==> src/rtl/crt_digit_seq_pkg.sv <==
// Shared constants and state type for the CRT digit sequencer.
package crt_pkg;
  localparam int unsigned RADIX_A = 3;
  localparam int unsigned RADIX_B = 5;
  localparam int unsigned NPTS    = 15;
  localparam int unsigned D3_W    = 2;
  localparam int unsigned D5_W    = 3;
  localparam int unsigned FRAME_W = 8;
  localparam int unsigned IDX_W   = 4;

  typedef enum logic [1:0] {IDLE, RUN, DONE} seq_state_t;
endpackage

==> src/rtl/crt_digit_seq_mod_counter.sv <==
// Modulo-MOD up-counter with synchronous clear; wrap flags an increment from MOD-1.
module mod_counter #(
  parameter int unsigned MOD = 3,
  parameter int unsigned W   = 2
) (
  input  logic         clk,
  input  logic         rst,
  input  logic         clr,
  input  logic         inc,
  output logic [W-1:0] q,
  output logic         wrap
);
  localparam logic [W-1:0] TOP = W'(MOD - 1);

  logic [W-1:0] q_q, q_d;

  always_comb begin
    q_d = q_q;
    if (clr)
      q_d = '0;
    else if (inc)
      q_d = (q_q == TOP) ? '0 : q_q + 1'b1;
  end

  always_ff @(posedge clk or posedge rst) begin
    if (rst) q_q <= '0;
    else     q_q <= q_d;
  end

  assign q    = q_q;
  assign wrap = inc && (q_q == TOP);
endmodule

==> src/rtl/crt_digit_seq.sv <==
// CRT digit-pair sequencer: streams (n mod 3, n mod 5) for n=0..14, FRAMES frames per start.
// Optional CRT_SEQ_IDX_EN adds the natural index output idx.
module crt_digit_seq
  import crt_pkg::*;
#(
  parameter int unsigned FRAMES = 1
) (
  input  logic            clk,
  input  logic            rst,
  input  logic            start,
  input  logic            abort,
  input  logic            ready,
  output logic            valid,
  output logic [D3_W-1:0] d3,
  output logic [D5_W-1:0] d5,
  output logic            last,
  output logic            busy,
  output logic            done
`ifdef CRT_SEQ_IDX_EN
  ,
  output logic [IDX_W-1:0] idx
`endif
);
  localparam logic [FRAME_W-1:0] LAST_FRAME = FRAME_W'(FRAMES - 1);

  seq_state_t         state_q, state_d;
  logic [FRAME_W-1:0] frame_q, frame_d;
  logic               inc, clr, d3_wrap, d5_wrap, frame_end;

  assign valid = (state_q == RUN);
  assign busy  = (state_q == RUN);
  assign done  = (state_q == DONE);
  assign clr   = valid && abort;
  assign inc   = valid && ready && !abort;
  // Both digits wrap on the same beat only at n=14; this also returns them to (0,0).
  assign frame_end = d3_wrap && d5_wrap;
  assign last  = (d3 == D3_W'(RADIX_A - 1)) && (d5 == D5_W'(RADIX_B - 1));

  mod_counter #(.MOD(RADIX_A), .W(D3_W)) u_cnt3 (
    .clk(clk), .rst(rst), .clr(clr), .inc(inc), .q(d3), .wrap(d3_wrap)
  );

  mod_counter #(.MOD(RADIX_B), .W(D5_W)) u_cnt5 (
    .clk(clk), .rst(rst), .clr(clr), .inc(inc), .q(d5), .wrap(d5_wrap)
  );

  always_comb begin
    state_d = state_q;
    frame_d = frame_q;
    case (state_q)
      IDLE: begin
        frame_d = '0;
        if (start && !abort) state_d = RUN;
      end
      RUN: begin
        if (abort) begin
          state_d = IDLE;
          frame_d = '0;
        end else if (frame_end) begin
          if (frame_q == LAST_FRAME) begin
            state_d = DONE;
            frame_d = '0;
          end else begin
            frame_d = frame_q + 1'b1;
          end
        end
      end
      DONE:    state_d = IDLE;
      default: state_d = IDLE;
    endcase
  end

  always_ff @(posedge clk or posedge rst) begin
    if (rst) begin
      state_q <= IDLE;
      frame_q <= '0;
    end else begin
      state_q <= state_d;
      frame_q <= frame_d;
    end
  end

`ifdef CRT_SEQ_IDX_EN
  logic [IDX_W-1:0] idx_q, idx_d;

  always_comb begin
    idx_d = idx_q;
    if (clr)
      idx_d = '0;
    else if (inc)
      idx_d = (idx_q == IDX_W'(NPTS - 1)) ? '0 : idx_q + 1'b1;
  end

  always_ff @(posedge clk or posedge rst) begin
    if (rst) idx_q <= '0;
    else     idx_q <= idx_d;
  end

  assign idx = idx_q;
`endif
endmodule

==> config.mk <==
export PLATFORM = sky130hd
export DESIGN_NAME = crt_digit_seq
export DESIGN_NICKNAME = d
export VERILOG_FILES = /design/src/rtl/crt_digit_seq_pkg.sv /design/src/rtl/crt_digit_seq_mod_counter.sv /design/src/rtl/crt_digit_seq.sv
export SDC_FILE = /design/constraint.sdc
export NUM_CORES = 1
export LEC_CHECK = 0
export BUFFER_PORTS_ARGS = -buffer_cell sky130_fd_sc_hd__buf_4
export CAP_MARGIN = 20
export CORE_UTILIZATION = 49
export DETAILED_ROUTE_END_ITERATION = 12
export PLACE_DENSITY_LB_ADDON = 0.2
export SETUP_SLACK_MARGIN = 0.3
export SLEW_MARGIN = 5
export SYNTH_ARGS = -nofsm -noshare
export SYNTH_HDL_FRONTEND = slang
export SYNTH_SLANG_ARGS = --single-unit
==> constraint.sdc <==
create_clock -name clk -period 1.6 [get_ports clk]
set_input_delay 0.08 -clock clk [delete_from_list [all_inputs] [get_ports clk]]
set_output_delay 0.08 -clock clk [all_outputs]
set_load 0.02 [all_outputs]
=== Word level (Yosys, flattened, before mapping) ===
Cells that the tools add are included.

* Muxes and demuxes: 15
* Reduce and logical (&&, ||, !) cells: 15
* Eq/ne operators: 7
* Add/subtract/negate cells: 3

{| class="wikitable"
|+ Operators with widths
! cell !! number
|-
| 8-bit 2-to-1 mux || 3
|-
| 8-bit case mux with 2 select lines || 1
|-
| 2-bit 2-to-1 mux || 7
|-
| 3-bit 2-to-1 mux || 3
|-
| 8-bit by 1-bit adder with 8-bit output (second input constant) || 1
|-
| 1-bit logical AND || 8
|-
| 8-bit zero test || 1
|-
| 3-bit by 2-bit != test with 1-bit output (second input constant) || 2
|-
| 2-bit == test (second input constant) || 2
|-
| 2-bit case mux with 2 select lines || 1
|-
| 2-bit nonzero test || 2
|-
| 3-bit by 1-bit adder with 3-bit output (second input constant) || 1
|-
| 3-bit == test (second input constant) || 1
|-
| 3-bit AND reduction || 1
|-
| 2-bit by 1-bit adder with 2-bit output (second input constant) || 1
|-
| 2-bit by 1-bit == test with 1-bit output (second input constant) || 1
|-
| 2-bit zero test || 1
|-
| 2-bit != test (second input constant) || 1
|-
| 2-bit AND reduction || 1
|-
| 1-bit zero test || 1
|}

* Word-level logic and storage cells: 44
* Register bits after elaboration: 15
* Input port bits: 5

=== Depth between registers and ports, before layout ===
* Depth in word-level cells: 8
* Mapped depth: 8
* Gate-level depth less buffers: 6

=== Hierarchy ===
A second synthesis with hierarchy kept.

* Cells, all modules: 94
* Area, all modules: 882.1 um^2

{| class="wikitable"
|+ Modules (own cells, without submodules)
! module !! cells each !! instances !! seq. area each (um^2) !! area an instance (um^2)
|-
| crt_digit_seq || 64 || 1 || 250.2 || 601.8
|-
| mod_counter (u_cnt5) || 19 || 1 || 75.1 || 180.2
|-
| mod_counter (u_cnt3) || 11 || 1 || 50.0 || 100.1
|}

=== Worst setup path after synthesis ===
Ideal clock, no wire load.

* Kind: reg2reg
* Start: register u_cnt5.q_q[0], in the netlist u_cnt5.q[0]
* End: register frame_q[5]
* Stages on the path, launching flop included: 8
* Setup slack: -0.258 ns
* Arrival: 1.781 ns
* Required time: 1.523 ns
* Setup time: 0.077 ns
* Clock period less this slack: 1.858 ns
* Cells stage by stage: dfrtp_1 > inv_1 > ha_1 > and4b_1 > buf_4 > a2bb2oi_2 > or4_1 > a21oi_1

* Cells in the longest elaborated chain, start to end: 5

{| class="wikitable"
|+ RTL lines
! item !! RTL line !! text
|-
| start, declared || crt_digit_seq_mod_counter.sv:15 || <nowiki>logic [W-1:0] q_q, q_d;</nowiki>
|-
| start signal, assigned || crt_digit_seq_mod_counter.sv:27 || <nowiki>else q_q <= q_d;</nowiki>
|-
| 3-bit == test || crt_digit_seq_mod_counter.sv:31 || <nowiki>assign wrap = inc && (q_q == TOP);</nowiki>
|-
| 1-bit logical AND || crt_digit_seq_mod_counter.sv:31 ||
|-
| 1-bit logical AND || crt_digit_seq.sv:36 || <nowiki>assign frame_end = d3_wrap && d5_wrap;</nowiki>
|-
| 3-bit by 2-bit != test with 1-bit output (no source line) || - ||
|-
| 2-bit AND reduction (no source line) || - ||
|-
| end signal, assigned || crt_digit_seq.sv:79 || <nowiki>frame_q <= frame_d;</nowiki>
|-
| end, declared || crt_digit_seq.sv:27 || <nowiki>logic [FRAME_W-1:0] frame_q, frame_d;</nowiki>
|}

Every way passes these cells.
A chain may end at the register's enable or synchronous reset.

=== Final worst setup path ===
* Start: register u_cnt5.q_q[0], in the netlist u_cnt5.q[0]
* End: register frame_q[7]

The elaborated chain is that of the path after synthesis.

==> summary.md <==
| Metric | Value |
|---|---|
| Initial Util | 52.0% |
| Synthesis-stage register bit count | 15 |
| Core area | about 1700 um^2 |
| R2r startpoint | u_cnt5.q[0] |
| Root Buffer Master | clkbuf_4 |
| CP Max Fanout | 9 |
| Max Buffers Root-to-Sink | 2 |
| Share of layout cells above drive strength 1 | a little under half |
| Final Cycle Share | 101% |
| Max Cap Viol | 0 |
| Design area | ~1300 um^2 |
| ANT cells | 0 |
| Endpoints failing hold | 0 |
| Initial antenna violation count | 0 |
| Max-slew violations | 0 |
| Max Fclk | a little over 600 MHz |
| Syn Nets | 107 |
| CTS tree | done |
| Die height | between 40 and 50 um |
| Final setup viols | 4 |
| DRT Wirelength | 2450 um |
| CTS Sinks | 15 |
| Mean Syn Cell Area | between 9 and 10 um^2 |
| Pwr Density | between 700 and 800 nW/um^2 |
| Critical Path Start Type | flop |
| Crit path DAT | 1.84 ns |
| Yosys top cell area share | a little over two fifths |
| Unrepaired setup endpoints after global routing | yes |
| H-tree level count | 1 |
| CP Capture Point | frame_q[7] |
| Yosys Warn Count | 0 |
| Area of the mapped netlist | roughly 900 um^2 |
| Failing checks | setup timing |
| Post-synth EDFFs | 0 |
| Reg2Reg Capture Point | frame_q[7] |
| Slowest CP cell | dfrtp_2 |
| R2R depth | 6 |
| CP max stage delay | between 0.4 and 0.5 ns |
| Worst slew margin | between 60% and 70% |
| Vias | slightly above 900 |
| Clock-pin slew on the worst setup and hold paths | 0.10 ns |
| Hold crit path type | in2reg |
| IO Pins | 14 |
| Number of global-route vias before repair | 801 |
| Drt pass-1 iters | 4 |
| XOR/XNOR Fraction of Synth Area | 0% |
| Die area | 1990 um^2 |
| Hold depth | 2 |
| Synth top area cells | dfrtp_1 (42%), ha_1 (5.6%), o21ai_0 (4.5%) |
| GRT Total Usage | 24.9% |
| Cells after synthesis | 98 |
| Main synth FF type | dfrtp_1 |
| Worst setup margin | -0.0207 ns |
| FF-to-FF setup slack | -0.02 ns |
| Leading area contributor after synthesis | dfrtp_1 |
| Rows | 15 |
| Minimum clock period | approximately 1.6 ns |
| Leak pwr | approximately 0.6 nW |
| DRT antenna net count | 0 |
| Synth Area in Compound Gates | 19.9% |
| Drt wl/cell | 15.3 um |
| Largest family of logic cells by synthesized area | simple AND/OR/NAND/NOR gates |
| Layout area overhead | 50.1% |
| Most frequent cells in the layout | buf_4 (29), dfrtp_1 (12), nand2_1 (8) |
| Total Nets Final | 145 |
| Placed instance area | approximately 1100 um^2 |
| Port Buf Inserts | 13 |
| Register area share after synthesis | a little over two fifths |
| Initial DRC Count | 23 |
| Ys async rst share | 100% |
| First-pass GRT wire length | 3570 um |
| Post-DP HPWL | 1570 um |
| Setup Skew | 0.00227 ns |
| Critical Path Start | u_cnt5.q[0] |
| Worst-Margin Slew | 0.569 ns |
| Total power draw | roughly 1 mW |
| Insertion delay to the later sink of the worst-skew pair | 0.28 ns |
| GP Congestion | between 0.7 and 0.8 |
| Cts bufs inserted | 3 |
| Mux cell area share after synthesis | between 1 and 1.5% |
| Library cells used by synthesis | 32 |
| Post-synthesis simple-gate area fraction | 24.5% |
| CP cell instances | inv_2, ha_4, and4b_2, a2bb2oi_4, or4_4, a21oi_2 |
| Commonest non-fill, non-tap cell in the layout | buf_4 |
| Crit path capture type | flop |
| DRC | 0 |
| Status | finished, violations left |
| Setup Crit Path Kind | reg2reg |
| Average vias per placed instance | 5.68 |
| Adder-Cell Fraction of Synth Area | around 5.6% |
| Critical path data required time | about 1.8 ns |
| Max VDD drop | around 0.76 mV |
| Pin count of the biggest net entering global routing | 16 |
| Die Wd | 44.6 um |
| GR Overflow Total | 0 |
[worst max-delay path: cells and delay by family, from the launching register on]
kind                       cells  cell delay [ns]
adders and majority gates      1             0.12
AOI/OAI and AO/OA              2             0.23
and+or+nand+nor                2             0.71
buffers and inverters          1             0.08
DFF                            1             0.43
[cells in the mapped netlist, types with 2 or more instances]
cell type and n:
dfrtp_1 15, inv_1 9, nand2_1 9, o21ai_0 8
a21oi_1 7, nor2_1 5, ha_1 4, nand3_1 4
nand4_1 3, o31ai_1 3, or4_1 3, a21oi_2 2
buf_2 2, buf_4 2, nor2b_1 2, nor3_1 2
o22ai_1 2, or3_1 2
[area by class of cell]
cell class | instances | area, um^2
flip-flops and latches | 15 | 379
well taps | 25 | 31.3
repair buffers | 37 | 307
multi-input cells | 70 | 557
clock buffers | 4 | 26.3
inverters | 9 | 33.8
fillers | 116 | 374
[per-stage QoR]
| stage | std cells | setup WS (ns) | setup TNS [ns] | hold slack [ns] | util, % |
|---|---|---|---|---|---|
| 2_1_floorplan | 98 | -0.0771 | -0.224 | -0.0187 | - |
| 3_3_place_gp | 146 | 0.0154 | 0 | 0.177 | 66.3 |
| 3_5_place_dp | 146 | -0.0372 | -0.0942 | 0.169 | 66.3 |
| 4_1_cts | 157 | 0.00281 | 0 | 0.0380 | 72.5 |
| 5_1_grt | 160 | -0.0850 | -0.388 | 0.0698 | 78.1 |
| 6_report | 160 | -0.0207 | -0.0474 | 0.0568 | 78.1 |
[cell families after synthesis]
kind of cell    count (synthesis)
mux                             1
simple gates                   38
fa+ha+maj                       4
flops                          15
buf+inv                        13
compound gates                 27
[what timing repair did]
action	CTS	global route
buffers inserted	6	3
setup endpoints to repair	13	18
pin swaps	0	4
resized for setup	7	19
cloned	0	0
endpoints found under the hold margin	15	0
hold buffers	1	0
[power by group]
group	switching, mW	internal, mW	leakage [nW]	total [mW]
Combinational	0.159	0.167	0.373	0.326
Clock	0.130	0.0967	0.0150	0.227
Sequential	0.0202	0.404	0.200	0.425
[state kept, by name, indices dropped and copies added (netlist names)]
signal	count
frame_q	8
u_cnt5.q	3
state_q	2
u_cnt3.q	2
[worst min path at each step]
stage	startpoint	endpoint	slack (ns)
after global placement	rst	u_cnt3.q[0]	0.18
after floorplan	rst	frame_q[0]	-0.02
after global routing	abort	state_q[0]	0.07
final	abort	state_q[0]	0.06
after CTS	abort	state_q[0]	0.04
after detailed placement	rst	frame_q[3]	0.17
[layer usage]
metal | global-route usage [%] | share of wire, % | vias up
li1 | - | - | 426
met1 | 36.6 | 48 | 454
met2 | 37.9 | 48 | 24
met3 | 4.90 | 3.2 | 4
met4 | 5.45 | 1.1 | 0
met5 | 0 | 0 | -
No activity file was read; power rests on OpenSTA's default activity.
